--- src/rtl/ours_bdg_x2p_pkg.sv ---
// Shared types for the x2p bridge: APB request/response payloads,
// arbiter state encoding and the default watchdog limit.
package ours_bdg_x2p_pkg;

  typedef struct packed {
    logic [31:0] paddr;
    logic        pwrite;
    logic [31:0] pwdata;
    logic [3:0]  pstrb;
    logic [2:0]  pprot;
  } apb_req_t;

  typedef struct packed {
    logic [31:0] prdata;
    logic        pslverr;
  } apb_resp_t;

  typedef enum logic [0:0] {
    ST_ARB_IDLE  = 1'b0,
    ST_ARB_GRANT = 1'b1
  } arb_state_e;

  localparam int ARB_TIMEOUT_DEF = 256;

endpackage

--- src/rtl/ours_bdg_x2p_rr_pick.sv ---
// Combinational round-robin picker: returns the first set candidate at or
// above rr_ptr, wrapping modulo N.
module ours_bdg_x2p_rr_pick #(
  parameter int N     = 4,
  parameter int IDX_W = $clog2(N)
) (
  input  logic [N-1:0]     cand,
  input  logic [IDX_W-1:0] rr_ptr,
  output logic [IDX_W-1:0] idx,
  output logic             any
);

  // Scan from the farthest slot back to rr_ptr so the closest candidate wins last.
  always_comb begin
    int sum_s;
    int pos_s;
    idx   = '0;
    any   = 1'b0;
    sum_s = 0;
    pos_s = 0;
    for (int i = N - 1; i >= 0; i--) begin
      sum_s = int'(rr_ptr) + i;
      pos_s = (sum_s >= N) ? (sum_s - N) : sum_s;
      if (cand[IDX_W'(pos_s)]) begin
        idx = IDX_W'(pos_s);
        any = 1'b1;
      end else begin
        idx = idx;
        any = any;
      end
    end
  end

endmodule

--- src/rtl/ours_bdg_x2p_parb.sv ---
// Round-robin arbiter sharing the pdec APB sequencer among N_REQ requesters,
// holding each grant until its response is accepted, with a sticky watchdog.
module ours_bdg_x2p_parb
  import ours_bdg_x2p_pkg::*;
#(
  parameter int N_REQ   = 4,
  parameter int TIMEOUT = ARB_TIMEOUT_DEF,
  parameter int IDX_W   = $clog2(N_REQ)
) (
  input  logic              aclk,
  input  logic              areset,
  input  logic [N_REQ-1:0]  req_valid,
  output logic [N_REQ-1:0]  req_ready,
  input  apb_req_t          req_t [N_REQ],
  output logic [N_REQ-1:0]  resp_valid,
  input  logic [N_REQ-1:0]  resp_ready,
  output apb_resp_t         resp_t,
  output logic              arb_pdec_preq_valid,
  input  logic              pdec_arb_preq_ready,
  output apb_req_t          arb_pdec_preq_t,
  input  logic              pdec_arb_presp_valid,
  output logic              arb_pdec_presp_ready,
  input  apb_resp_t         pdec_arb_presp_t,
  input  logic [N_REQ-1:0]  req_en,
  output logic              timeout_err,
  output logic [IDX_W-1:0]  timeout_idx,
  input  logic              timeout_clr
);

  localparam int WD_W = $clog2(TIMEOUT + 1);

  arb_state_e       state_r, state_s;
  logic [IDX_W-1:0] gnt_idx_r, gnt_idx_s;
  logic [IDX_W-1:0] rr_ptr_r, rr_ptr_s;
  logic [WD_W-1:0]  wd_cnt_r, wd_cnt_s;
  logic             timeout_err_r;
  logic [IDX_W-1:0] timeout_idx_r;
  logic [IDX_W-1:0] pick_idx_s;
  logic             pick_any_s;
  logic             complete_s;
  logic             wd_fire_s;

  ours_bdg_x2p_rr_pick #(
    .N     (N_REQ),
    .IDX_W (IDX_W)
  ) u_pick (
    .cand   (req_valid & req_en),
    .rr_ptr (rr_ptr_r),
    .idx    (pick_idx_s),
    .any    (pick_any_s)
  );

  // Next-state, watchdog and steering of both channels for the granted requester.
  always_comb begin
    state_s              = state_r;
    gnt_idx_s            = gnt_idx_r;
    rr_ptr_s             = rr_ptr_r;
    wd_cnt_s             = wd_cnt_r;
    wd_fire_s            = 1'b0;
    req_ready            = '0;
    resp_valid           = '0;
    arb_pdec_preq_valid  = 1'b0;
    arb_pdec_preq_t      = '0;
    arb_pdec_presp_ready = 1'b0;
    resp_t               = pdec_arb_presp_t;
    complete_s           = pdec_arb_presp_valid & resp_ready[gnt_idx_r];
    case (state_r)
      ST_ARB_IDLE: begin
        if (pick_any_s) begin
          state_s   = ST_ARB_GRANT;
          gnt_idx_s = pick_idx_s;
          wd_cnt_s  = '0;
        end else begin
          state_s   = ST_ARB_IDLE;
        end
      end
      ST_ARB_GRANT: begin
        arb_pdec_preq_valid   = req_valid[gnt_idx_r];
        arb_pdec_preq_t       = req_t[gnt_idx_r];
        arb_pdec_presp_ready  = resp_ready[gnt_idx_r];
        req_ready[gnt_idx_r]  = pdec_arb_preq_ready;
        resp_valid[gnt_idx_r] = pdec_arb_presp_valid;
        wd_fire_s = (wd_cnt_r == WD_W'(TIMEOUT - 1)) & ~complete_s;
        if (wd_cnt_r != WD_W'(TIMEOUT)) begin
          wd_cnt_s = wd_cnt_r + WD_W'(1);
        end else begin
          wd_cnt_s = wd_cnt_r;
        end
        if (complete_s) begin
          state_s  = ST_ARB_IDLE;
          rr_ptr_s = (gnt_idx_r == IDX_W'(N_REQ - 1)) ? '0 : gnt_idx_r + IDX_W'(1);
        end else begin
          state_s  = ST_ARB_GRANT;
        end
      end
      default: begin
        state_s = ST_ARB_IDLE;
      end
    endcase
  end

  // Arbitration state registers.
  always_ff @(posedge aclk or posedge areset) begin
    if (areset) begin
      state_r   <= ST_ARB_IDLE;
      gnt_idx_r <= '0;
      rr_ptr_r  <= '0;
      wd_cnt_r  <= '0;
    end else begin
      state_r   <= state_s;
      gnt_idx_r <= gnt_idx_s;
      rr_ptr_r  <= rr_ptr_s;
      wd_cnt_r  <= wd_cnt_s;
    end
  end

  // Sticky watchdog flag; a clear in the same cycle beats a new set.
  always_ff @(posedge aclk or posedge areset) begin
    if (areset) begin
      timeout_err_r <= 1'b0;
      timeout_idx_r <= '0;
    end else if (timeout_clr) begin
      timeout_err_r <= 1'b0;
      timeout_idx_r <= '0;
    end else if (wd_fire_s && !timeout_err_r) begin
      timeout_err_r <= 1'b1;
      timeout_idx_r <= gnt_idx_r;
    end else begin
      timeout_err_r <= timeout_err_r;
      timeout_idx_r <= timeout_idx_r;
    end
  end

  assign timeout_err = timeout_err_r;
  assign timeout_idx = timeout_idx_r;

endmodule

--- config.mk ---
export PLATFORM = sky130hd
export DESIGN_NAME = ours_bdg_x2p_parb
export DESIGN_NICKNAME = d
export VERILOG_FILES = /design/src/rtl/ours_bdg_x2p_pkg.sv /design/src/rtl/ours_bdg_x2p_rr_pick.sv /design/src/rtl/ours_bdg_x2p_parb.sv
export SDC_FILE = /design/constraint.sdc
export NUM_CORES = 1
export LEC_CHECK = 0
export ABC_AREA = 1
export CAP_MARGIN = 20
export CORE_AREA = 2 2 178 180
export DETAILED_ROUTE_END_ITERATION = 16
export DIE_AREA = 0 0 180 182
export SLEW_MARGIN = 10
export SYNTH_ARGS = -nofsm -noshare
export SYNTH_HDL_FRONTEND = slang
export SYNTH_SLANG_ARGS = --single-unit
--- constraint.sdc ---
create_clock -name aclk -period 2.3 [get_ports aclk]
set_input_delay 0.46 -clock aclk [delete_from_list [all_inputs] [get_ports aclk]]
set_output_delay 0.46 -clock aclk [all_outputs]
set_load 0.03 [all_outputs]
==> flow_metrics.py, run 1 <==
metrics = {
    "critical_path": {
        "startpoint_type": "flop",
        "rrSetupSlack_ns": 0.52,
        "worstPathArrival_ns": 1.87,
        "path_max_fanout": 19,
        "criticalPathCategory": "reg2out",
        "cp-end-kind": "output port",
        "cp.required_ns": 1.84,
    },
    "drt": {
        "drc": 0,
        "via_per_inst": 4.17,
        "drtIter0Drc": 327,
        "final_antenna_net_count": 0,
        "wl_per_cell_um": 16.1,
        "wirelength_um": 24600,
        "drt_pass1_iterations": 4,
        "route.vias.total": 6352,
    },
    "sta": {
        "clock.fmax_mhz": 430,
        "relSlewSlack": 0.537,
        "tns_ns": -0.0271,
        "fin_crit_sh": 1.01,
        "hold_violations": 0,
        "tightest_slew_ns": 0.693,
        "rsz0062_at_grt": "yes",
        "period_minus_slack_ns": 2.33,
        "layout_setup_ws_ns": -0.0271,
        "fin_skew_ns": 0.00869,
        "setup_viol": 1,
        "slew_violations": 0,
    },
    "cts": {
        "h-tree-depth": 1,
        "cts_tree": "done",
        "cts_hold_buf": 0,
        "path_clk_slew_ns": 0.06,
        "clock-sinks": 17,
        "clkLatencyLatePin_ns": 0.26,
        "cts_made_buffers": 3,
        "clockBufferDepth": 2,
        "cts_root_buf": "clkbuf_16",
    },
    "power": {
        "power_frac_clock": 0.039,
        "fin_total_pwr_mw": 9.52,
        "powerDensity_mw_per_mm2": 1140,
        "internal_power_mw": 4.10,
        "combPwrFrac": 0.903,
        "seqPwrFrac": 0.058,
        "switching_power_mw": 5.42,
        "p_sw_frac": 0.569,
        "ir_drop_v": 0.000569,
        "p_leak_nw": 3.43,
    },
    "placed_design": {
        "dp_hpwl_um": 18900,
        "gp_congestion": 0.903,
        "io_buffers": 389,
        "postPlaceCellArea_mm2": 0.00806,
    },
    "yosys": {
        "ys_warn_count": 0,
        "synth-edff-count": 0,
        "yosysUniqueCellTypes": 25,
        "synthAdderAreaFrac": 0.0222,
        "avgSynthCellArea_um2": 5.02,
        "synth_async_sr_flop_share": 1.00,
        "syn_nets": 1130,
        "synth_flop_cell": "dfrtp_1",
        "synth.top_cells.by_area": "nor2_1 29%, o21ai_0 19%, dfrtp_1 11%",
        "synth_compound_area_frac": 0.300,
        "syn-cell-area_mm2": 0.00394,
        "synth_top_family_by_area": "simple AND/OR/NAND/NOR gates",
        "synth-simple-area-share": 0.410,
        "synth_cells": 785,
        "synth_xor_area_frac": 0,
        "synthMuxAreaShare": 0,
        "yosysTopAreaCell": "nor2_1",
        "yosys-top-cells-count": "304 x nor2_1, 152 x o21ai_0, 75 x a21oi_1",
        "synth-seq-cells": 17,
        "yosysMostFrequentCell": "nor2_1",
        "yosys.area.top_type_share": 0.290,
        "seq_area_frac_synth": 0.108,
    },
    "global_routing": {
        "grt_pass1_wl_um": 36000,
        "grt_usage": 0.138,
        "grt_pass1_vias": 6131,
        "grt-ovfl-total": 0,
        "grt_max_degree": 56,
        "antenna_found_initial": 4,
    },
    "floorplanning": {
        "chipHeight_um": 182,
        "die_area_mm2": 0.0328,
        "num_rows": 65,
        "core_area_mm2": 0.0310,
        "ioPinCount": 456,
        "die_w_um": 180,
        "start_util": 0.127,
    },
    "cells_and_area": {
        "fin_area_mm2": 0.00837,
        "syn2layout_area_growth_pct": 113,
        "fin_nets": 1466,
        "drive_gt1_frac": 0.138,
        "n_fill_cell": 3426,
    },
    "status": {
        "status": "complete, but fails checks",
        "violations": "negative setup slack",
    },
    "job": {
        "drv_cap": 0,
    },
    "worst_hold_path": {
        "hold_path.class": "reg2reg",
    },
}
-- worst paths after layout --
path / cells past startpoint / endpoint / from
hold reg to reg: 2 / timeout_idx[1] / timeout_idx[1]
setup / recovery: 5 / arb_pdec_preq_t[24] / gnt_idx_r[0]
hold / removal: 2 / timeout_idx[1] / timeout_idx[1]
setup reg to reg: 7 / timeout_idx[0] / gnt_idx_r[0]
max in group asynchronous: 2 / gnt_idx_r[0] / areset
min in group asynchronous: 2 / rr_ptr_r[1] / areset
-- what timing repair did --
| action | CTS | global route |
|---|---|---|
| setup buffers | 2 | 3 |
| gates resized for setup | 17 | 33 |
| pin swaps | 1 | 16 |
| gates cloned | 2 | 1 |
| endpoints found under the setup margin | 24 | 57 |
-- per-layer routing --
layer / track usage / part of all wire
met5: 0 / 0.00073
met4: 0.0208 / 0.0081
met3: 0.0321 / 0.072
met2: 0.249 / 0.50
met1: 0.170 / 0.42
-- kinds of logic after synthesis --
kind of cell	Yosys count
flops	17
simple gates	408
compound gates	233
buf+inv	120
fa+ha+maj	7
-- placed cells by master, fill, tap and decap left out, types with 6 or more instances in the layout --
master           synthesis  layout
dfrtp_1                 17      15
nor2_1                 304     299
nand2_2                  6       6
ha_1                     7       7
nand2_1                 60      60
nor3_1                   6       6
nand3_1                 26      26
buf_12                   0      17
clkdlybuf4s50_1          0     307
inv_1                   23      20
buf_4                   34      89
o21ai_1                  1      19
a21oi_1                 75      68
a21oi_2                  3      10
o21ai_0                152     132
-- stage by stage --
stage / hold WS [ns] / util / setup slack (ns) / cells
6_report: 0.533 / 0.270 / -0.0271 / 1524
5_1_grt: 0.573 / 0.270 / -0.0566 / 1523
3_5_place_dp: 0.512 / 0.260 / 0.0781 / 1510
4_1_cts: 0.536 / 0.267 / -0.0118 / 1518
3_3_place_gp: 0.510 / 0.260 / 0.0560 / 1510
2_1_floorplan: 0.386 / - / 0.158 / 785
-- worst max-delay path: stages (launching register included) --
cell and delay, ns:
dfrtp_4 0.55, inv_8 0.10, buf_12 0.17, o21ai_0 0.42, a21oi_1 0.16, buf_4 0.20
-- registers in the layout (all words and copies together), names as in the netlist --
name and count:
gnt_idx_r 2, rr_ptr_r 2, state_r 1, timeout_err 1
timeout_idx 2, wd_cnt_r 9
-- layout make-up --
type	instances	area, um^2	area share
well taps	402	503	0.0601
clock inverters	1	7.51	0.000897
diodes	2	5.00	0.000598
multi-input cells	648	2930	0.350
inverters	26	108	0.0129
repair buffers	425	4310	0.515
flip-flops and latches	17	433	0.0517
clock buffers	3	75.1	0.00897
-- power by group through the flow --
stage / logic (mW) / registers (mW) / clock network (mW)
after floorplan: 4.92 / 0.446 / 0
after global placement: 8.17 / 0.548 / 0
after detailed placement: 8.20 / 0.553 / 0
after CTS: 8.50 / 0.549 / 0.374
after global routing: 9.31 / 0.571 / 0.387
final: 8.60 / 0.554 / 0.368
No activity file was read; power rests on OpenSTA's default activity.
==> run 2: changes to the inputs <==
--- a/config.mk
+++ b/config.mk
@@ -10,6 +10,8 @@
 export CORE_AREA = 2 2 178 180
 export DETAILED_ROUTE_END_ITERATION = 16
 export DIE_AREA = 0 0 180 182
+export PLACE_DENSITY = 0.53
+export REMOVE_ABC_BUFFERS = 1
 export SLEW_MARGIN = 10
 export SYNTH_ARGS = -nofsm -noshare
 export SYNTH_HDL_FRONTEND = slang
==> run 2 against run 1 <==
Net effect:
- the run now ends clean
- power down 5.6%
- design area down 2.8%
- clock-buffer cell count unchanged
- combinational power down 6.3%
- worst hold slack better by 0.0063 ns
- worst setup slack better by 0.070 ns
- critical path type unchanged
==> flow_metrics.py, run 2 (synthesized netlist as in run 1, its figures left out) <==
metrics = {
    "status": {
        "status": "complete, no violations",
    },
    "sta": {
        "hold_violations": 0,
        "rsz0062_at_grt": "yes",
        "slew_violations": 0,
        "tightest_slew_ns": 0.680,
        "period_minus_slack_ns": 2.26,
        "layout_setup_ws_ns": 0.0426,
        "clock.fmax_mhz": 443,
        "fin_crit_sh": 0.981,
        "relSlewSlack": 0.546,
        "tns_ns": 0,
        "fin_skew_ns": 0.00249,
        "setup_viol": 0,
    },
    "cells_and_area": {
        "layout_commonest_cell": "clkdlybuf4s50_1",
        "fin_area_mm2": 0.00813,
        "diodes": 0,
        "largest-register": "wd_cnt_r",
        "multi_input_area_mm2": 0.00289,
        "syn2layout_area_growth_pct": 107,
        "layout_common_cells": "307 x clkdlybuf4s50_1, 304 x nor2_1, 151 x o21ai_0",
        "regArea_um2": 430,
        "n_fill_cell": 3427,
        "fin_nets": 1450,
        "drive_gt1_frac": 0.114,
        "largest_reg_flops": 9,
    },
    "placed_design": {
        "dp_hpwl_um": 18600,
        "dp_slack_ns": 0.190,
        "postPlaceCellArea_mm2": 0.00794,
        "io_buffers": 389,
        "gp_congestion": 0.836,
    },
    "critical_path": {
        "path_max_fanout": 34,
        "criticalPathCategory": "reg2out",
        "cp.required_ns": 1.84,
        "worst_r2r_path_depth": 10,
        "timing.rr.start": "wd_cnt_r[0]",
        "worstPathArrival_ns": 1.80,
        "startpoint_type": "flop",
        "rrSetupSlack_ns": 0.58,
        "critPathLaunch": "gnt_idx_r[0]",
        "timing.rr.end": "wd_cnt_r[5]",
        "cp-end-kind": "output port",
    },
    "worst_hold_path": {
        "hp-start": "wd_cnt_r[4]",
        "holdPathEnd": "wd_cnt_r[4]",
        "hold_path.class": "reg2reg",
        "hold_depth": 2,
    },
    "cts": {
        "path_clk_slew_ns": 0.05,
        "clockBufferDepth": 2,
        "clock-sinks": 17,
        "h-tree-depth": 1,
        "cts_hold_buf": 0,
        "cts_tree": "done",
        "cts_made_buffers": 3,
        "cts_root_buf": "clkbuf_16",
        "clkLatencyLatePin_ns": 0.25,
        "cts_setup_buffers": 0,
    },
    "floorplanning": {
        "core_area_mm2": 0.0310,
        "die_w_um": 180,
        "die_area_mm2": 0.0328,
        "ioPinCount": 456,
        "start_util": 0.127,
        "num_rows": 65,
        "chipHeight_um": 182,
    },
    "power": {
        "p_leak_nw": 3.33,
        "powerDensity_mw_per_mm2": 1100,
        "ir_drop_v": 0.000635,
    },
    "global_routing": {
        "grt_max_degree": 84,
        "grt_pass1_wl_um": 34000,
        "grt-ovfl-total": 0,
        "grt_usage": 0.131,
        "antenna_found_initial": 0,
        "grt_pass1_vias": 5928,
    },
    "drt": {
        "wl_met1_um": 9090,
        "wl_per_cell_um": 16.2,
        "drc": 0,
        "wirelength_um": 24400,
        "wl_met2_um": 11400,
        "route.vias.total": 6258,
        "drt_pass1_iterations": 4,
        "met3WireLength_um": 3260,
        "final_antenna_net_count": 0,
        "routed.top_layer": "met5",
        "via_per_inst": 4.16,
        "drtIter0Drc": 239,
    },
    "job": {
        "drv_cap": 0,
    },
}
-- run 2: final cells by class --
cell class                 instances  share of cell area
sequential                        17              0.0529
clock inverter                     1            0.000615
clock buffer                       3             0.00923
timing repair buffer             409               0.507
tap                              402              0.0618
inverter                          26              0.0132
multi-input combinational        648               0.355
-- run 2: routing by layer --
layer,up-vias,track usage
met1,2776,0.137
met3,33,0.0758
met2,289,0.223
met4,2,0.0325
met5,-,0.0356
li1,3158,-
-- run 2: where the power goes --
part	internal [mW]	total, mW	switching [mW]
Clock	0.233	0.364	0.131
Sequential	0.390	0.561	0.171
Combinational	3.10	8.06	4.96
Total	3.72	8.98	5.26
-- run 2: worst max-delay path, cell delays in order, from the launching register on --
cell,delay [ns]
dfrtp_4,0.55
buf_16,0.22
nor2_1,0.07
nor2_1,0.08
o21ai_0,0.20
a21oi_2,0.24
buf_12,0.14
-- run 2: worst max-delay path by stage --
stage | to | slack [ns] | cells after the start
final | arb_pdec_preq_t[13] | 0.04 | 6
after global routing | arb_pdec_preq_t[34] | -0.06 | 6
after CTS | arb_pdec_preq_t[29] | -0.007 | 6
after detailed placement | arb_pdec_preq_t[13] | 0.19 | 6
after global placement | arb_pdec_preq_t[13] | 0.14 | 6
after floorplan | req_ready[0] | -2.98 | 4
-- run 2: metrics by stage --
stage | std cells | total power, mW | utilization | hold WS (ns)
floorplan | 691 | 5.02 | - | 0.386
global placement | 1499 | 8.39 | 0.256 | 0.509
detailed placement | 1499 | 8.39 | 0.256 | 0.520
CTS | 1503 | 8.80 | 0.259 | 0.539
global route | 1506 | 9.68 | 0.263 | 0.577
finish | 1506 | 8.98 | 0.263 | 0.539
-- run 2: repair_timing --
| item | CTS | global route |
|---|---|---|
| pin swaps | 0 | 2 |
| endpoints found under the setup margin | 1 | 50 |
| hold endpoints to repair | 0 | 0 |
| gates cloned | 0 | 3 |
| gates resized for setup | 3 | 7 |
==> run 3: changes to the inputs <==
--- a/config.mk
+++ b/config.mk
@@ -8,6 +8,7 @@
 export ABC_AREA = 1
 export CAP_MARGIN = 20
 export CORE_AREA = 2 2 178 180
+export CTS_CLUSTER_SIZE = 12
 export DETAILED_ROUTE_END_ITERATION = 16
 export DIE_AREA = 0 0 180 182
 export PLACE_DENSITY = 0.53
==> results of run 3 <==
Final layout, timing and power as in run 2 (identical DEF).
